$ cat config.mk
export PLATFORM = sky130hd
export DESIGN_NAME = movement_commander
export DESIGN_NICKNAME = d
export VERILOG_FILES = /design/src/rtl/movement_commander.sv
export SDC_FILE = /design/constraint.sdc
export NUM_CORES = 1
export LEC_CHECK = 0
export ABC_CLOCK_PERIOD_IN_PS = 5880
export BUFFER_PORTS_ARGS = -buffer_cell sky130_fd_sc_hd__buf_4
export CORE_MARGIN = 5
export CORE_UTILIZATION = 35
export CTS_CLUSTER_DIAMETER = 200
export DETAILED_ROUTE_END_ITERATION = 8
export SLEW_MARGIN = 10
export SYNTH_ARGS = -nofsm -noshare
export SYNTH_HDL_FRONTEND = slang
export SYNTH_SLANG_ARGS = --single-unit
$ cat constraint.sdc
create_clock -name clk -period 5.88 [get_ports clk]
set_clock_uncertainty 0.15 [all_clocks]
set_input_delay 1.176 -clock clk [delete_from_list [all_inputs] [get_ports clk]]
set_output_delay 1.176 -clock clk [all_outputs]
set_load 0.05 [all_outputs]
$ cat src/rtl/movement_commander.sv
`default_nettype none
// ============================================================================
// Module   : movement_commander
// Function : Issues debounce-friendly left/right button pulses to walk the
//            movement FSM to a requested position code, then reports done/err.
// Revision : 1.0  initial release
// ============================================================================
module movement_commander #(
  parameter int PULSE_LEN = 2,
  parameter int GAP_LEN   = 2,
  parameter int MAX_STEPS = 6
) (
  input  logic       clk,
  input  logic       reset,
  input  logic       start,
  input  logic [2:0] target,
  input  logic [2:0] pos,
  output logic       l_out,
  output logic       r_out,
  output logic       busy,
  output logic       done,
  output logic       err,
  output logic [2:0] steps
);

  localparam int              c_cnt_max   = (PULSE_LEN > GAP_LEN) ? PULSE_LEN : GAP_LEN;
  localparam int              c_cnt_w     = (c_cnt_max > 1) ? $clog2(c_cnt_max) : 1;
  localparam logic [c_cnt_w-1:0] c_pulse_last = c_cnt_w'(PULSE_LEN - 1);
  localparam logic [c_cnt_w-1:0] c_gap_last   = c_cnt_w'(GAP_LEN - 1);
  localparam logic [2:0]      c_invalid   = 3'b111;
  localparam logic [2:0]      c_max_steps = 3'(MAX_STEPS);

  typedef enum logic [2:0] {
    S_IDLE  = 3'd0,
    S_CHECK = 3'd1,
    S_PULSE = 3'd2,
    S_GAP   = 3'd3,
    S_DONE  = 3'd4,
    S_ERR   = 3'd5
  } state_t;

  // Codes 001..011 sit on the L side (-1..-3), 100..110 on the R side (+1..+3).
  function automatic logic signed [3:0] pos_idx(input logic [2:0] code);
    case (code)
      3'b001:  pos_idx = -4'sd1;
      3'b010:  pos_idx = -4'sd2;
      3'b011:  pos_idx = -4'sd3;
      3'b100:  pos_idx = 4'sd1;
      3'b101:  pos_idx = 4'sd2;
      3'b110:  pos_idx = 4'sd3;
      default: pos_idx = 4'sd0;
    endcase
  endfunction

  state_t             r_state, w_state;
  logic [c_cnt_w-1:0] r_cnt, w_cnt;
  logic [2:0]         r_target, w_target;
  logic [2:0]         r_pos_before, w_pos_before;
  logic               r_dir_left, w_dir_left;
  logic [2:0]         r_steps, w_steps;
  logic               r_l, w_l, r_r, w_r;
  logic               r_busy, w_busy, r_done, w_done, r_err, w_err;
  logic signed [3:0]  w_pos_idx, w_tgt_idx;

  assign w_pos_idx = pos_idx(pos);
  assign w_tgt_idx = pos_idx(r_target);

  always_comb begin
    w_state      = r_state;
    w_cnt        = r_cnt;
    w_target     = r_target;
    w_pos_before = r_pos_before;
    w_dir_left   = r_dir_left;
    w_steps      = r_steps;
    case (r_state)
      S_IDLE: begin
        if (start) begin
          w_steps = 3'd0;
          if (target == c_invalid) begin
            w_state = S_ERR;
          end else begin
            w_target = target;
            w_state  = S_CHECK;
          end
        end
      end
      S_CHECK: begin
        if (pos == c_invalid) begin
          w_state = S_ERR;
        end else if (w_pos_idx == w_tgt_idx) begin
          w_state = S_DONE;
        end else if (r_steps == c_max_steps) begin
          w_state = S_ERR;
        end else begin
          w_pos_before = pos;
          w_dir_left   = (w_pos_idx > w_tgt_idx);
          w_steps      = r_steps + 3'd1;
          w_cnt        = '0;
          w_state      = S_PULSE;
        end
      end
      S_PULSE: begin
        if (r_cnt == c_pulse_last) begin
          w_cnt   = '0;
          w_state = S_GAP;
        end else begin
          w_cnt = r_cnt + 1'b1;
        end
      end
      S_GAP: begin
        // Movement away from target still counts as progress; CHECK re-aims.
        if (r_cnt == c_gap_last) begin
          w_cnt   = '0;
          w_state = (pos == r_pos_before) ? S_ERR : S_CHECK;
        end else begin
          w_cnt = r_cnt + 1'b1;
        end
      end
      S_DONE:  w_state = S_IDLE;
      S_ERR:   w_state = S_IDLE;
      default: w_state = S_IDLE;
    endcase

    // Outputs are registered from the next state so they line up with it.
    w_l    = (w_state == S_PULSE) && w_dir_left;
    w_r    = (w_state == S_PULSE) && !w_dir_left;
    w_busy = (w_state == S_CHECK) || (w_state == S_PULSE) || (w_state == S_GAP);
    w_done = (w_state == S_DONE);
    w_err  = (w_state == S_ERR);
  end

  always_ff @(posedge clk or posedge reset) begin
    if (reset) begin
      r_state      <= S_IDLE;
      r_cnt        <= '0;
      r_target     <= 3'b000;
      r_pos_before <= 3'b000;
      r_dir_left   <= 1'b0;
      r_steps      <= 3'd0;
      r_l          <= 1'b0;
      r_r          <= 1'b0;
      r_busy       <= 1'b0;
      r_done       <= 1'b0;
      r_err        <= 1'b0;
    end else begin
      r_state      <= w_state;
      r_cnt        <= w_cnt;
      r_target     <= w_target;
      r_pos_before <= w_pos_before;
      r_dir_left   <= w_dir_left;
      r_steps      <= w_steps;
      r_l          <= w_l;
      r_r          <= w_r;
      r_busy       <= w_busy;
      r_done       <= w_done;
      r_err        <= w_err;
    end
  end

  assign l_out = r_l;
  assign r_out = r_r;
  assign busy  = r_busy;
  assign done  = r_done;
  assign err   = r_err;
  assign steps = r_steps;

endmodule
`default_nettype wire

======== Word-level counts from Yosys, hierarchy flattened ========
Cells that the tools add are included.
operators by class
  order comparisons ....................... 1
  equality and inequality tests ........... 29
  multiplexer cells ....................... 25
  reduce and logical (&&, ||, !) cells .... 13
  bitwise gates (word level) .............. 4
  add/subtract/negate cells ............... 2
operator list
  kind                                                             count
  4-bit case mux with 6 select lines                               2
  3-bit 2-to-1 mux                                                 12
  3-bit == test, second input constant                             11
  3-bit by 2-bit == test with 1-bit output, second input constant  8
  3-bit by 1-bit == test with 1-bit output, second input constant  4
  3-bit case mux with 4 select lines                               1
  1-bit 2-to-1 mux                                                 8
  2-bit inequality test, second input constant                     4
  4-bit AND reduction                                              2
  3-bit case mux with 2 select lines                               1
  5-bit AND reduction                                              1
  4-bit == test                                                    1
  4-bit greater-than comparator                                    1
  1-bit inverter                                                   4
  2-bit nonzero test                                               2
  3-bit by 1-bit adder with 3-bit output, second input constant    1
  3-bit == test                                                    1
  3-bit logical NOT                                                1
  3-bit AND reduction                                              1
  1-bit logical AND                                                2
  1-bit logical OR                                                 2
  1-bit case mux with 2 select lines                               1
  2-bit OR reduction                                               1
  1-bit adder, second input constant                               1
  1-bit logical NOT                                                1
word-level totals
  input port bits ......................... 9
  logic and storage cells ................. 85
  output and inout bits ................... 8
  register bits ........................... 19

======== Depth between registers and ports, before layout ========
  depth after elaboration ................. 9
  depth in mapped cells ................... 9
  mapped depth without buffers ............ 7

======== Worst setup path before layout ========
Ideal clock, no wire load.
  path type ............................... input to register
  start point ............................. input pos[0]
  end point ............................... register r_done (netlist: done)
  path buffers ............................ 1
  arrival time ............................ 2499 ps
  stages .................................. 8
  data required time ...................... 5612 ps
  slack ................................... 3113 ps
  setup time .............................. 118 ps
  cell sequence ........................... buf_2 nor2_1 nor2_1 ha_1 nand3_1 nand3_1 a221o_2 and2b_1
on the way
  word-level cells in the longest chain between the ends .. 7
  elaborated cells between the ends (all ways) .. 16
ends and longest elaborated chain
  element                                RTL line  RTL
  start, declared                        17        input logic [2:0] pos,
  3-bit == test (tied with other cells)  44        case (code)
  4-bit case mux with 6 select lines     44
  4-bit == test                          90        end else if (w_pos_idx == w_tgt_idx) begin
  3-bit 2-to-1 mux                       90
  3-bit 2-to-1 mux                       88        if (pos == c_invalid) begin
  3-bit case mux with 4 select lines *   75        case (r_state)
  net w_state[2]                         55        state_t r_state, w_state;
  3-bit == test *                        128       w_done = (w_state == S_DONE);
  net w_done                             62        logic r_busy, w_busy, r_done, w_done, r_err, w_err;
  end signal, assigned                   155       r_done <= w_done;
  end, declared                          62
The timed path passes the listed nets; every way through them passes the cells marked *.
A chain may end at the register's enable or synchronous reset.

======== Worst setup path in the final report ========
  start point ............................. input pos[1]
  end point ............................... register r_pos_before[2]
on the way
  word-level cells in the longest chain between the ends .. 5
  elaborated cells between the ends (all ways) .. 12
ends and longest elaborated chain
  element                                 RTL line  RTL
  3-bit == test (tied with other cells)   44
  4-bit case mux with 6 select lines      44
  4-bit == test                           90
  1-bit inverter (no source line)         -
  4-bit AND reduction (no source line) *  -
  end signal, assigned                    149       r_pos_before <= w_pos_before;
  end, declared                           58        logic [2:0] r_pos_before, w_pos_before;
Mark *: on every way between the ends. The rest lies on a longest branch, timed or not.

==> impl_metrics.prom <==
# TYPE chip_impl_metric gauge
chip_impl_metric{name="die_area",unit="µm²"} 4040
chip_impl_metric{name="wl",unit="µm"} 1960
chip_impl_metric{name="clockPowerShare",unit="%"} 10.0
chip_impl_metric{name="worst_ep_required_time",unit="ns"} 5.92
chip_impl_metric{name="final_design_area_no_fill",unit="µm²"} 1170
chip_impl_metric{name="drive_gt1_share",unit="%"} 23.0
chip_impl_info{name="most_used_dff_post_synth",value="sky130_fd_sc_hd__dfrtp_1"} 1
chip_impl_metric{name="fmaxAchievable",unit="MHz"} 386
chip_impl_metric{name="layout.filler_cells",unit=""} 287
chip_impl_metric{name="seq_power_share",unit="%"} 35.7
chip_impl_metric{name="ff_latch_area",unit="µm²"} 475
chip_impl_metric{name="initialDrtViolationCount",unit=""} 26
chip_impl_metric{name="dpl-instance-area",unit="µm²"} 1140
chip_impl_info{name="timing.hold.worst.class",value="register to register"} 1
chip_impl_metric{name="yosys_register_bits",unit=""} 19
chip_impl_metric{name="r2r_cells",unit=""} 5
chip_impl_metric{name="floorplan.core_area",unit="µm²"} 2760
chip_impl_info{name="cpLargestDelayFamily",value="simple AND/OR/NAND/NOR gates"} 1
chip_impl_metric{name="remaining_drc_errors",unit=""} 0
chip_impl_metric{name="worstPathMaxFanout",unit=""} 15
chip_impl_metric{name="avgViaCountPerCell",unit=""} 5.22
chip_impl_metric{name="rrSetupSlack",unit="ns"} 3.86
chip_impl_metric{name="synth_edf_count",unit=""} 0
chip_impl_metric{name="finalWorstPathRequiredPeriod",unit="ns"} 2.59
chip_impl_metric{name="timing.final.max_slew_violations",unit=""} 0
chip_impl_metric{name="globalRoute.totalOverflow",unit=""} 0
chip_impl_metric{name="synth-async-reset-ratio",unit="%"} 100
chip_impl_metric{name="power_density",unit="nW/µm²"} 572
chip_impl_info{name="timing.rr.end",value="r_pos_before[2]"} 1
chip_impl_metric{name="post-dp-hpwl",unit="µm"} 1520
chip_impl_metric{name="synth_cell_type_count",unit=""} 32
chip_impl_metric{name="vdd_drop_max",unit="mV"} 0.274
chip_impl_metric{name="holdBufCountCts",unit=""} 0
chip_impl_info{name="hp-start",value="r_dir_left"} 1
chip_impl_metric{name="maxCapViolations",unit=""} 0
chip_impl_info{name="rsz0062_at_grt",value="no"} 1
chip_impl_metric{name="netSwitchingFraction",unit="%"} 45.5
chip_impl_metric{name="grt.total_usage",unit="%"} 10.8
chip_impl_info{name="hold-path-endpoint",value="r_dir_left"} 1
chip_impl_metric{name="fin_tns_setup",unit="ns"} 0
chip_impl_metric{name="wl_per_cell",unit="µm"} 13.6
chip_impl_metric{name="synthesis.nets",unit=""} 110
chip_impl_metric{name="power_leakage",unit="µW"} 0.000545
chip_impl_info{name="crit_path_end_kind",value="register"} 1
chip_impl_metric{name="first_global_vias",unit=""} 806
chip_impl_info{name="worstSetupStartpointType",value="primary input"} 1
chip_impl_info{name="timing.setup.critical_path_class",value="primary input to register"} 1
chip_impl_info{name="cts_root_buffer",value="sky130_fd_sc_hd__clkbuf_4"} 1
chip_impl_metric{name="detailroute.via_count",unit=""} 751
chip_impl_metric{name="drt_pass1_iterations",unit=""} 2
chip_impl_metric{name="postCtsSetupBuffers",unit=""} 0
chip_impl_metric{name="worstPathBufferInverterCount",unit=""} 1
chip_impl_metric{name="remaining_antenna_violation_count",unit=""} 0
chip_impl_metric{name="synth.cell_area",unit="µm²"} 1000
chip_impl_metric{name="power.net_switching",unit="µW"} 304
chip_impl_metric{name="hold_path_depth",unit=""} 2
chip_impl_metric{name="worst_setup_hold_path_clk_slew",unit="ns"} 0.11
chip_impl_metric{name="ctsHtreeMaxLevel",unit=""} 1
chip_impl_info{name="timing.critical_path.cells",value="buf_4, xor2_1, ha_1, nand3_1, nand4_2, mux2_2"} 1
chip_impl_metric{name="tightest_slew",unit="ns"} 0.733
chip_impl_metric{name="cts-root-to-sink-buffers",unit=""} 2
chip_impl_metric{name="final_wtd_congestion",unit=""} 0.696
chip_impl_metric{name="yosysWarnings",unit=""} 0
chip_impl_metric{name="final-hold-violation-count",unit=""} 0
chip_impl_metric{name="grt_pass1_wl",unit="µm"} 3520
chip_impl_metric{name="design.final.nets",unit=""} 128
chip_impl_metric{name="ios",unit=""} 17
chip_impl_metric{name="clock_latency_on_the_worst_skew_pair",unit="ns"} 0.30
chip_impl_metric{name="antenna_cells_inserted",unit=""} 0
chip_impl_metric{name="post_cts_resized",unit=""} 0
chip_impl_metric{name="multi_input_area",unit="µm²"} 495
chip_impl_metric{name="comb_power_share",unit="%"} 54.3
chip_impl_metric{name="syn_avg_cell_area",unit="µm²"} 10.5
chip_impl_metric{name="maxSlewHeadroom",unit="%"} 51.1
chip_impl_metric{name="area_delta_synth_final",unit="%"} 16.3
chip_impl_metric{name="synth_seq_area_share",unit="%"} 47.4
chip_impl_metric{name="rows",unit=""} 19
chip_impl_metric{name="max_stage_delay",unit="ns"} 0.40
chip_impl_metric{name="cts_made_buffers",unit=""} 3
chip_impl_metric{name="die_width",unit="µm"} 63.5
chip_impl_info{name="tritoncts",value="done"} 1
chip_impl_metric{name="arrival",unit="ns"} 2.64
chip_impl_metric{name="clock_sink_count",unit=""} 19
chip_impl_info{name="cpMaxStageDelayCell",value="sky130_fd_sc_hd__mux2_2"} 1
chip_impl_metric{name="initial_core_util",unit="%"} 36.4
chip_impl_info{name="timing.rr.start",value="r_target[2]"} 1
chip_impl_metric{name="buffer_ports.inserted",unit=""} 16
chip_impl_metric{name="report.final.setup_viol",unit=""} 0
chip_impl_metric{name="gate_count_post_synth",unit=""} 96
chip_impl_metric{name="grt_max_degree",unit=""} 20
chip_impl_info{name="status",value="complete, no violations"} 1
chip_impl_metric{name="cell_internal_pwr",unit="µW"} 364
chip_impl_metric{name="die_h",unit="µm"} 63.5
chip_impl_metric{name="finalCritPeriodShare",unit="%"} 44.1
chip_impl_metric{name="grt_antenna_before_repair",unit=""} 0
routing by layer:
layer / share of wire, % / GRT usage (%)
met1: 42 / 11.8
met2: 52 / 19.4
met3: 5.4 / 4.44
met4: 0.66 / 2.34
met5: 0 / 0
Yosys cell counts, types with 2 or more instances:
library cell	number	area, µm²
sky130_fd_sc_hd__buf_2	2	10.0
sky130_fd_sc_hd__dfrtp_1	19	475
sky130_fd_sc_hd__xnor2_1	3	26.3
sky130_fd_sc_hd__nor2_1	4	15.0
sky130_fd_sc_hd__nand2b_1	4	25.0
sky130_fd_sc_hd__o21ai_0	3	15.0
sky130_fd_sc_hd__o22a_1	4	35.0
sky130_fd_sc_hd__inv_1	3	11.3
sky130_fd_sc_hd__o21ai_1	2	10.0
sky130_fd_sc_hd__mux2_2	3	33.8
sky130_fd_sc_hd__nand2_1	7	26.3
sky130_fd_sc_hd__xor2_1	4	35.0
sky130_fd_sc_hd__a21oi_1	8	40.0
sky130_fd_sc_hd__nand3_1	8	40.0
sky130_fd_sc_hd__ha_1	5	62.6
kinds of logic after synthesis:
group	synth area share, %
fa+ha+maj	6.23
compound gates	14.1
xor+xnor	6.11
buf+inv	3.24
simple gates	19.6
flops	47.4
mux	3.37
worst reg2reg max path, stage by stage (launching register included):
cell	delay [ns]
sky130_fd_sc_hd__dfrtp_1	0.42
sky130_fd_sc_hd__o21bai_1	0.17
sky130_fd_sc_hd__ha_1	0.32
sky130_fd_sc_hd__nand3_1	0.13
sky130_fd_sc_hd__nand4_2	0.33
sky130_fd_sc_hd__mux2_2	0.40
state kept, by name (all words and copies together), names as in the netlist:
signal and count:
r_cnt 1, r_state 3, err 1, r_pos_before 3
r_target 3, steps 3, done 1, r_dir_left 1
l_out 1, busy 1, r_out 1
layout by cell type (no fill, tap or decap), drive strengths merged, types with 3 or more instances in the layout:
master,n
a21oi,8
buf,16
clkbuf,4
dfrtp,19
ha,5
inv,3
mux2,3
nand2,7
nand2b,4
nand3,8
nor2,5
o21ai,5
o22a,4
xnor2,3
xor2,4
power by group through the flow:
stage | clock network (µW) | registers [µW] | logic, µW
6_report | 66.8 | 238 | 363
5_1_grt | 74.4 | 250 | 401
4_1_cts | 70.3 | 240 | 367
3_5_place_dp | 0 | 243 | 367
3_3_place_gp | 0 | 240 | 355
2_1_floorplan | 0 | 282 | 217
layout make-up:
class                           instances  share of cell area, %
Clock buffer                            4                   2.25
Timing Repair Buffer                   16                   10.3
Tap cell                               31                   3.32
Inverter                                3                  0.965
Multi-Input combinational cell         71                   42.4
Sequential cell                        19                   40.7
worst max-delay path by stage:
stage | to | depth (start not counted) | from
floorplan | done | 8 | pos[0]
global placement | r_pos_before[1] | 7 | pos[1]
detailed placement | r_pos_before[2] | 6 | pos[1]
CTS | r_pos_before[2] | 6 | pos[1]
global route | l_out | 8 | pos[1]
finish | r_pos_before[2] | 6 | pos[1]
per-stage QoR:
step / power (µW) / utilization [%] / setup WS [ns] / hold slack [ns] / cells
after floorplan: 499 / - / 3.11 / 0.319 / 96
after global placement: 595 / 41.4 / 3.00 / 0.340 / 140
after detailed placement: 609 / 41.4 / 2.96 / 0.357 / 140
after CTS: 677 / 42.3 / 3.29 / 0.385 / 144
after global routing: 725 / 42.3 / 3.16 / 0.412 / 144
final: 668 / 42.3 / 3.29 / 0.381 / 144
Note: power is estimated with default switching activity, not from simulation.
